### config.mk
export PLATFORM = sky130hd
export DESIGN_NAME = tx_frame_buf
export DESIGN_NICKNAME = d
export VERILOG_FILES = /design/src/rtl/cdbus_pkg.sv /design/src/rtl/tx_buf_ram.sv /design/src/rtl/tx_frame_buf.sv
export SDC_FILE = /design/constraint.sdc
export NUM_CORES = 2
export LEC_CHECK = 0
export ABC_CLOCK_PERIOD_IN_PS = 2600
export BUFFER_PORTS_ARGS = -buffer_cell sky130_fd_sc_hd__buf_2
export CAP_MARGIN = 20
export CORE_MARGIN = 3
export CORE_UTILIZATION = 50
export DETAILED_ROUTE_END_ITERATION = 8
export GPL_TIMING_DRIVEN = 0
export PLACE_DENSITY = 0.68
export REMOVE_ABC_BUFFERS = 1
export SLEW_MARGIN = 40
export SYNTH_ARGS = -nofsm -noshare
export SYNTH_HDL_FRONTEND = slang
export SYNTH_SLANG_ARGS = --single-unit
### constraint.sdc
create_clock -name clk -period 2.6 [get_ports clk]
set_input_delay 0.13 -clock clk [delete_from_list [all_inputs] [get_ports clk]]
set_output_delay 0.13 -clock clk [all_outputs]
set_load 0.01 [all_outputs]
### src/rtl/cdbus_pkg.sv
// ---------------------------------------------------------------------------
// cdbus_pkg -- shared constants and helpers for the CDBUS transmit path.
//   PAGE_AW    : byte-offset width inside one 256-byte frame page.
//   page_idx_w : width of a page index / committed-page counter for a
//                given number of pages.
// ---------------------------------------------------------------------------
package cdbus_pkg;

  localparam int PAGE_AW = 8;

  function automatic int page_idx_w(input int pages);
    return (pages > 1) ? $clog2(pages) : 1;
  endfunction

endpackage

### src/rtl/tx_buf_ram.sv
// ---------------------------------------------------------------------------
// tx_buf_ram -- simple dual-port frame storage, PAGES x 256 bytes, one clock.
// Ports:
//   clk        : clock
//   i_rst      : synchronous reset, clears only the read register (not RAM)
//   i_wr_en    : write strobe
//   i_wr_addr  : write address {page, offset}
//   i_wr_data  : write byte
//   i_rd_addr  : read address {page, offset}
//   o_rd_data  : registered read byte, one cycle after i_rd_addr
// A read and a write to the same address in one cycle return the old byte.
// ---------------------------------------------------------------------------
module tx_buf_ram
  import cdbus_pkg::*;
#(
  parameter int PAGES = 2,
  parameter int AW    = page_idx_w(PAGES) + PAGE_AW
) (
  input  logic          clk,
  input  logic          i_rst,
  input  logic          i_wr_en,
  input  logic [AW-1:0] i_wr_addr,
  input  logic [7:0]    i_wr_data,
  input  logic [AW-1:0] i_rd_addr,
  output logic [7:0]    o_rd_data
);

  logic [7:0] r_mem [0:PAGES*256-1];
  logic [7:0] r_rd_data;

  always_ff @(posedge clk) begin
    if (i_wr_en) begin
      r_mem[i_wr_addr] <= i_wr_data;
    end
  end

  always_ff @(posedge clk) begin
    if (i_rst) begin
      r_rd_data <= 8'h00;
    end else begin
      r_rd_data <= r_mem[i_rd_addr];
    end
  end

  assign o_rd_data = r_rd_data;

endmodule

### src/rtl/tx_frame_buf.sv
// ---------------------------------------------------------------------------
// tx_frame_buf -- multi-page transmit frame buffer.
// The host fills the page it owns (wr_page) and commits it with switch_req;
// committed pages form a circular queue drained by the transmitter, which
// reads the oldest one (rd_page) and releases it with read_done.
//
// Optional feature macro: CDBUS_TX_ABORT_EN (adds tx_abort port + flush).
//
// Ports:
//   clk, reset   : clock, synchronous active-high reset
//   wr_en/wr_addr/wr_data : host byte write into wr_page
//   switch_req   : commit the host page
//   tx_abort     : flush every committed/pending page (macro only)
//   unread       : at least one committed page is waiting
//   addr / data  : transmitter read offset / registered read byte
//   read_done    : transmitter is finished with the current page
//   buf_free     : the next switch_req commits immediately
//   switch_pend  : a switch_req is waiting for a page to be released
//   cmt_cnt      : number of committed, unread pages
//   dbg_wr_page, dbg_rd_page : queue pointers, for observation only
//
// Handshake: switch_req, read_done and tx_abort are single-cycle pulses with
// no ready; each is acted on in the cycle it is high. A switch_req that
// cannot commit (queue full) is held as switch_pend and completes in the
// cycle a read_done frees a page; further switch_req while pending are
// dropped. read_done with nothing committed is dropped.
// ---------------------------------------------------------------------------
module tx_frame_buf
  import cdbus_pkg::*;
#(
  parameter  int PAGES = 2,
  localparam int PW    = page_idx_w(PAGES)
) (
  input  logic          clk,
  input  logic          reset,
  input  logic          wr_en,
  input  logic [7:0]    wr_addr,
  input  logic [7:0]    wr_data,
  input  logic          switch_req,
`ifdef CDBUS_TX_ABORT_EN
  input  logic          tx_abort,
`endif
  output logic          unread,
  input  logic [7:0]    addr,
  output logic [7:0]    data,
  input  logic          read_done,
  output logic          buf_free,
  output logic          switch_pend,
  output logic [PW-1:0] cmt_cnt,
  output logic [PW-1:0] dbg_wr_page,
  output logic [PW-1:0] dbg_rd_page
);

  localparam logic [PW-1:0] CNT_FULL = PW'(PAGES - 1);
  localparam logic [PW-1:0] ONE      = PW'(1);

  logic [PW-1:0] r_wr_page;
  logic [PW-1:0] r_rd_page;
  logic [PW-1:0] r_cmt_cnt;
  logic          r_switch_pend;

  logic          w_release;
  logic          w_full;
  logic          w_commit;
  logic          w_pend_nxt;

  function automatic logic [PW-1:0] next_page(input logic [PW-1:0] p);
    return (p == CNT_FULL) ? '0 : p + ONE;
  endfunction

  // A full queue can still take a new commit in the same cycle a page is
  // released, so the release is folded into the "room available" test.
  always_comb begin
    w_release  = read_done && (r_cmt_cnt != '0);
    w_full     = (r_cmt_cnt == CNT_FULL);
    w_commit   = 1'b0;
    w_pend_nxt = r_switch_pend;
    if (r_switch_pend) begin
      if (w_release) begin
        w_commit   = 1'b1;
        w_pend_nxt = 1'b0;
      end
    end else if (switch_req) begin
      if (!w_full || w_release) begin
        w_commit = 1'b1;
      end else begin
        w_pend_nxt = 1'b1;
      end
    end
  end

  always_ff @(posedge clk) begin
    if (reset) begin
      r_wr_page     <= '0;
      r_rd_page     <= '0;
      r_cmt_cnt     <= '0;
      r_switch_pend <= 1'b0;
`ifdef CDBUS_TX_ABORT_EN
    end else if (tx_abort) begin
      // Flush: the reader jumps to the host page, so the queue is empty.
      r_rd_page     <= r_wr_page;
      r_cmt_cnt     <= '0;
      r_switch_pend <= 1'b0;
`endif
    end else begin
      if (w_commit) begin
        r_wr_page <= next_page(r_wr_page);
      end
      if (w_release) begin
        r_rd_page <= next_page(r_rd_page);
      end
      case ({w_commit, w_release})
        2'b10:   r_cmt_cnt <= r_cmt_cnt + ONE;
        2'b01:   r_cmt_cnt <= r_cmt_cnt - ONE;
        default: r_cmt_cnt <= r_cmt_cnt;
      endcase
      r_switch_pend <= w_pend_nxt;
    end
  end

  tx_buf_ram #(
    .PAGES (PAGES)
  ) u_ram (
    .clk       (clk),
    .i_rst     (reset),
    .i_wr_en   (wr_en),
    .i_wr_addr ({r_wr_page, wr_addr}),
    .i_wr_data (wr_data),
    .i_rd_addr ({r_rd_page, addr}),
    .o_rd_data (data)
  );

  assign unread      = (r_cmt_cnt != '0);
  assign buf_free    = (r_cmt_cnt < CNT_FULL) && !r_switch_pend;
  assign switch_pend = r_switch_pend;
  assign cmt_cnt     = r_cmt_cnt;
  assign dbg_wr_page = r_wr_page;
  assign dbg_rd_page = r_rd_page;

endmodule
==> impl_metrics.env <==
export IMPL_status="finished with violations"
export IMPL_violations="negative setup slack"
export IMPL_ys_types=61
export IMPL_cp_end_kind="flop"
export IMPL_grt_first_pass_wirelength_um=576000
export IMPL_antenna_found_initial=14
export IMPL_io_buffers=42
export IMPL_grt_busiest_layer="met2"
export IMPL_final_cell_area_um2=183000
export IMPL_hold_viol=0
export IMPL_power_total_uw=137000
export IMPL_setup_viol=699
export IMPL_synthToLayoutAreaGrowth_pct=14.9
export IMPL_placed_area_um2=166000
export IMPL_startpoint_type="primary input"
export IMPL_crit_chain="buf_16 > buf_16 > buf_16 > buf_16 > buf_16 > buf_16 > buf_16 > buf_16 > buf_4 > mux4_2 > mux2i_1 > mux4_2 > o211ai_1 > o211ai_1 > buf_4 > nor4_4 > or3_4"
export IMPL_grtUsageMet2=0.386
export IMPL_max_freq_mhz=301
export IMPL_worstReg2RegStart="u_ram.r_mem[444][7]$_DFFE_PP_"
export IMPL_whs_endpoint="u_ram.r_mem[366][7]$_DFFE_PP_"
export IMPL_grt_max_degree=105
export IMPL_fp_dieArea_um2=326000
export IMPL_insertion_delay_ns=0.92
export IMPL_firstDrtPassIters=6
export IMPL_cts_root_buffer="clkbuf_16"
export IMPL_p_int_uw=108000
export IMPL_seq_area_um2=123000
export IMPL_fin_cells=12200
export IMPL_drv_slew=0
export IMPL_cp_max_fo=7
export IMPL_switchingPower_uw=29200
export IMPL_final_core_util=0.579
export IMPL_rsz0062_at_grt="yes"
export IMPL_tns_ns=-30.65
export IMPL_ir_drop_mv=0.567
export IMPL_drive_gt1_frac=0.300
export IMPL_cpMostUsedCell="buf_16"
export IMPL_multi_input_area_um2=36100
export IMPL_yosys_top_cells_area="edfxtp_1 (77%), mux4_2 (13%), mux2i_1 (2.9%)"
export IMPL_overflow=0
export IMPL_reg2reg_to="u_ram.o_rd_data[7]$_SDFF_PP0_"
export IMPL_nNetsFinal=7732
export IMPL_syn_inst=7467
export IMPL_postRouteWirelength_um=401000
export IMPL_pin_count=43
export IMPL_place_gp_congestion=0.792
export IMPL_avgSynthCellArea_um2=21.4
export IMPL_yosys_most_used_dff="edfxtp_1"
export IMPL_dp_hpwl_um=231000
export IMPL_fin_crit_ns=3.32
export IMPL_dr_total_vias=78800
export IMPL_clk_path_buf_depth=4
export IMPL_pwr_density_cell_nw_per_um2=749
export IMPL_ys_seq_area_frac=0.773
export IMPL_cts_buffers=399
export IMPL_numClockSinks=4108
export IMPL_tightest_slew_ns=0.954
export IMPL_drc=0
export IMPL_crit_arrival_ns=4.15
export IMPL_final_common_cell="edfxtp_1"
export IMPL_die_x_um=571
export IMPL_ys_seq_elements=4108
export IMPL_hold_path_class="in -> reg"
export IMPL_slew_headroom=0.364
export IMPL_pwr_share_seq=0.533
export IMPL_worstSetupPathType="in -> reg"
export IMPL_ys_warn_count=0
export IMPL_start_util=0.504
export IMPL_cp_slowest_cell="o211ai_1"
export IMPL_worstHoldStart="wr_data[7]"
export IMPL_power_frac_comb=0.058
export IMPL_power_leakage_uw=0.0570
export IMPL_grt_use_met3=0.0500
export IMPL_drt_iter0_markers=9818
export IMPL_most_common_layout_cells="edfxtp_1 (4,096), mux4_2 (910), mux2i_1 (452)"
export IMPL_dieHeight_um=571
export IMPL_swShare=0.213
export IMPL_wl_per_cell_um=32.9
export IMPL_core_um2=316000
export IMPL_dp_cells=11300
export IMPL_grt_usage=0.244
export IMPL_ant_nets=0
export IMPL_syn_cell_area_um2=159000
export IMPL_cap_violations=0
export IMPL_clock_power_share=0.409
export IMPL_finClkSkew_ns=0.0637
export IMPL_via_per_inst=6.47
export IMPL_fillers=21900
export IMPL_yosys_area_top_type_share=0.771
export IMPL_worstPathRequired_ns=3.44
export IMPL_htreeDepth=5
export IMPL_r2r_slack_ns=-0.64
export IMPL_fin_crit_sh=1.28
export IMPL_row_count=206
export IMPL_holdPathStages=2
export IMPL_setup_ws_ns=-0.717
export IMPL_reg2reg_depth=8
export IMPL_cts_tree="yes"
export IMPL_synthArstFlopShare=0
export IMPL_yosysTopAreaCell="edfxtp_1"
export IMPL_synth_edff_count=4096
export IMPL_grt_pass1_vias=79200
export IMPL_critPathMaxStageDelay_ns=0.70
export IMPL_gr_usage_met1=0.348
export IMPL_path_clk_slew_ns=0.06
[worst max path at each step]
stage	start	endpoint	depth (start not counted)
after detailed placement	addr[0]	u_ram.o_rd_data[5]$_SDFF_PP0_	16
final	addr[0]	u_ram.o_rd_data[7]$_SDFF_PP0_	17
after CTS	addr[0]	u_ram.o_rd_data[5]$_SDFF_PP0_	16
after floorplan	addr[4]	u_ram.o_rd_data[4]$_SDFF_PP0_	7
after global placement	addr[0]	u_ram.o_rd_data[5]$_SDFF_PP0_	8
after global routing	u_ram.r_mem[447][7]$_DFFE_PP_	u_ram.o_rd_data[7]$_SDFF_PP0_	8
[cells in the mapped netlist (all sizes together) (3+ instances only)]
library cell / n
a2111oi: 3
a211o: 5
a211oi: 41
a21oi: 92
a221oi: 30
a22o: 14
a22oi: 77
and2: 7
and3: 8
and3b: 4
buf: 266
clkbuf: 205
dfxtp: 12
edfxtp: 4096
inv: 4
mux2: 37
mux2i: 464
mux4: 910
nand2: 83
nand2b: 6
nand3: 34
nand3b: 3
nand4: 15
nor2: 591
nor2b: 12
nor3: 8
nor3b: 6
nor4: 13
o2111ai: 5
o211ai: 48
o21ai: 84
o221ai: 129
o22a: 5
o22ai: 86
or2: 4
or3: 37
[cell families after synthesis]
logic type / count (synthesis) / share of synthesized area
compound gates: 632 / 0.0279
xor+xnor: 3 / 0.000165
fa+ha+maj: 1 / 0.0000784
buf+inv: 475 / 0.0166
flops: 4108 / 0.773
mux: 1411 / 0.160
simple gates: 837 / 0.0221
[registers in the layout, indices dropped and copies added, names as in the netlist]
register	flops
u_ram.r_mem	4096
u_ram.o_rd_data	8
cmt_cnt	1
dbg_rd_page	1
dbg_wr_page	1
switch_pend	1
[cell type report]
type	count	share of cell area
Clock buffer	480	0.0567
Inverter	4	0.000150
Antenna cell	11	0.000150
Clock inverter	229	0.0114
Multi-Input combinational cell	2885	0.197
Tap cell	4160	0.0284
Timing Repair Buffer	304	0.0334
Sequential cell	4108	0.673
[per-stage QoR]
step | hold slack (ns) | setup slack (ns)
6_report | 0.0679 | -0.717
5_1_grt | 0.0692 | -0.671
4_1_cts | 0.0181 | -0.662
3_5_place_dp | 0.363 | -4.52
3_3_place_gp | 0.370 | -37.01
2_1_floorplan | 0.202 | -2.22
[power by group through the flow]
stage / Sequential (µW) / Clock [µW] / Combinational (µW)
final: 73100 / 56100 / 8020
after global routing: 73000 / 59300 / 8360
after CTS: 73100 / 56600 / 7890
after detailed placement: 74500 / 0 / 7110
after global placement: 75000 / 0 / 9910
after floorplan: 74400 / 0 / 2740
[critical path, delay by kind of cell]
family	cells	cell delay (ns)
mux	3	1.01
compound gates	2	0.96
simple gates	2	0.43
buf+inv	10	1.54
[timing repair]
item / CTS / global route
hold buffers: 16 / 0
endpoints found under the setup margin: 3783 / 2108
gates resized for setup: 555 / 112
setup buffers: 30 / 8
pin swaps: 25 / 15
endpoints found under the hold margin: 1252 / 0
cloned: 52 / 7
[per-layer routing]
| metal | vias to the layer above | part of all wire |
|---|---|---|
| met5 | - | 0.00031 |
| met4 | 4 | 0.030 |
| met3 | 627 | 0.096 |
| met2 | 4109 | 0.48 |
| met1 | 42100 | 0.39 |
| li1 | 31900 | - |
Power figures use the tool's default switching activity.
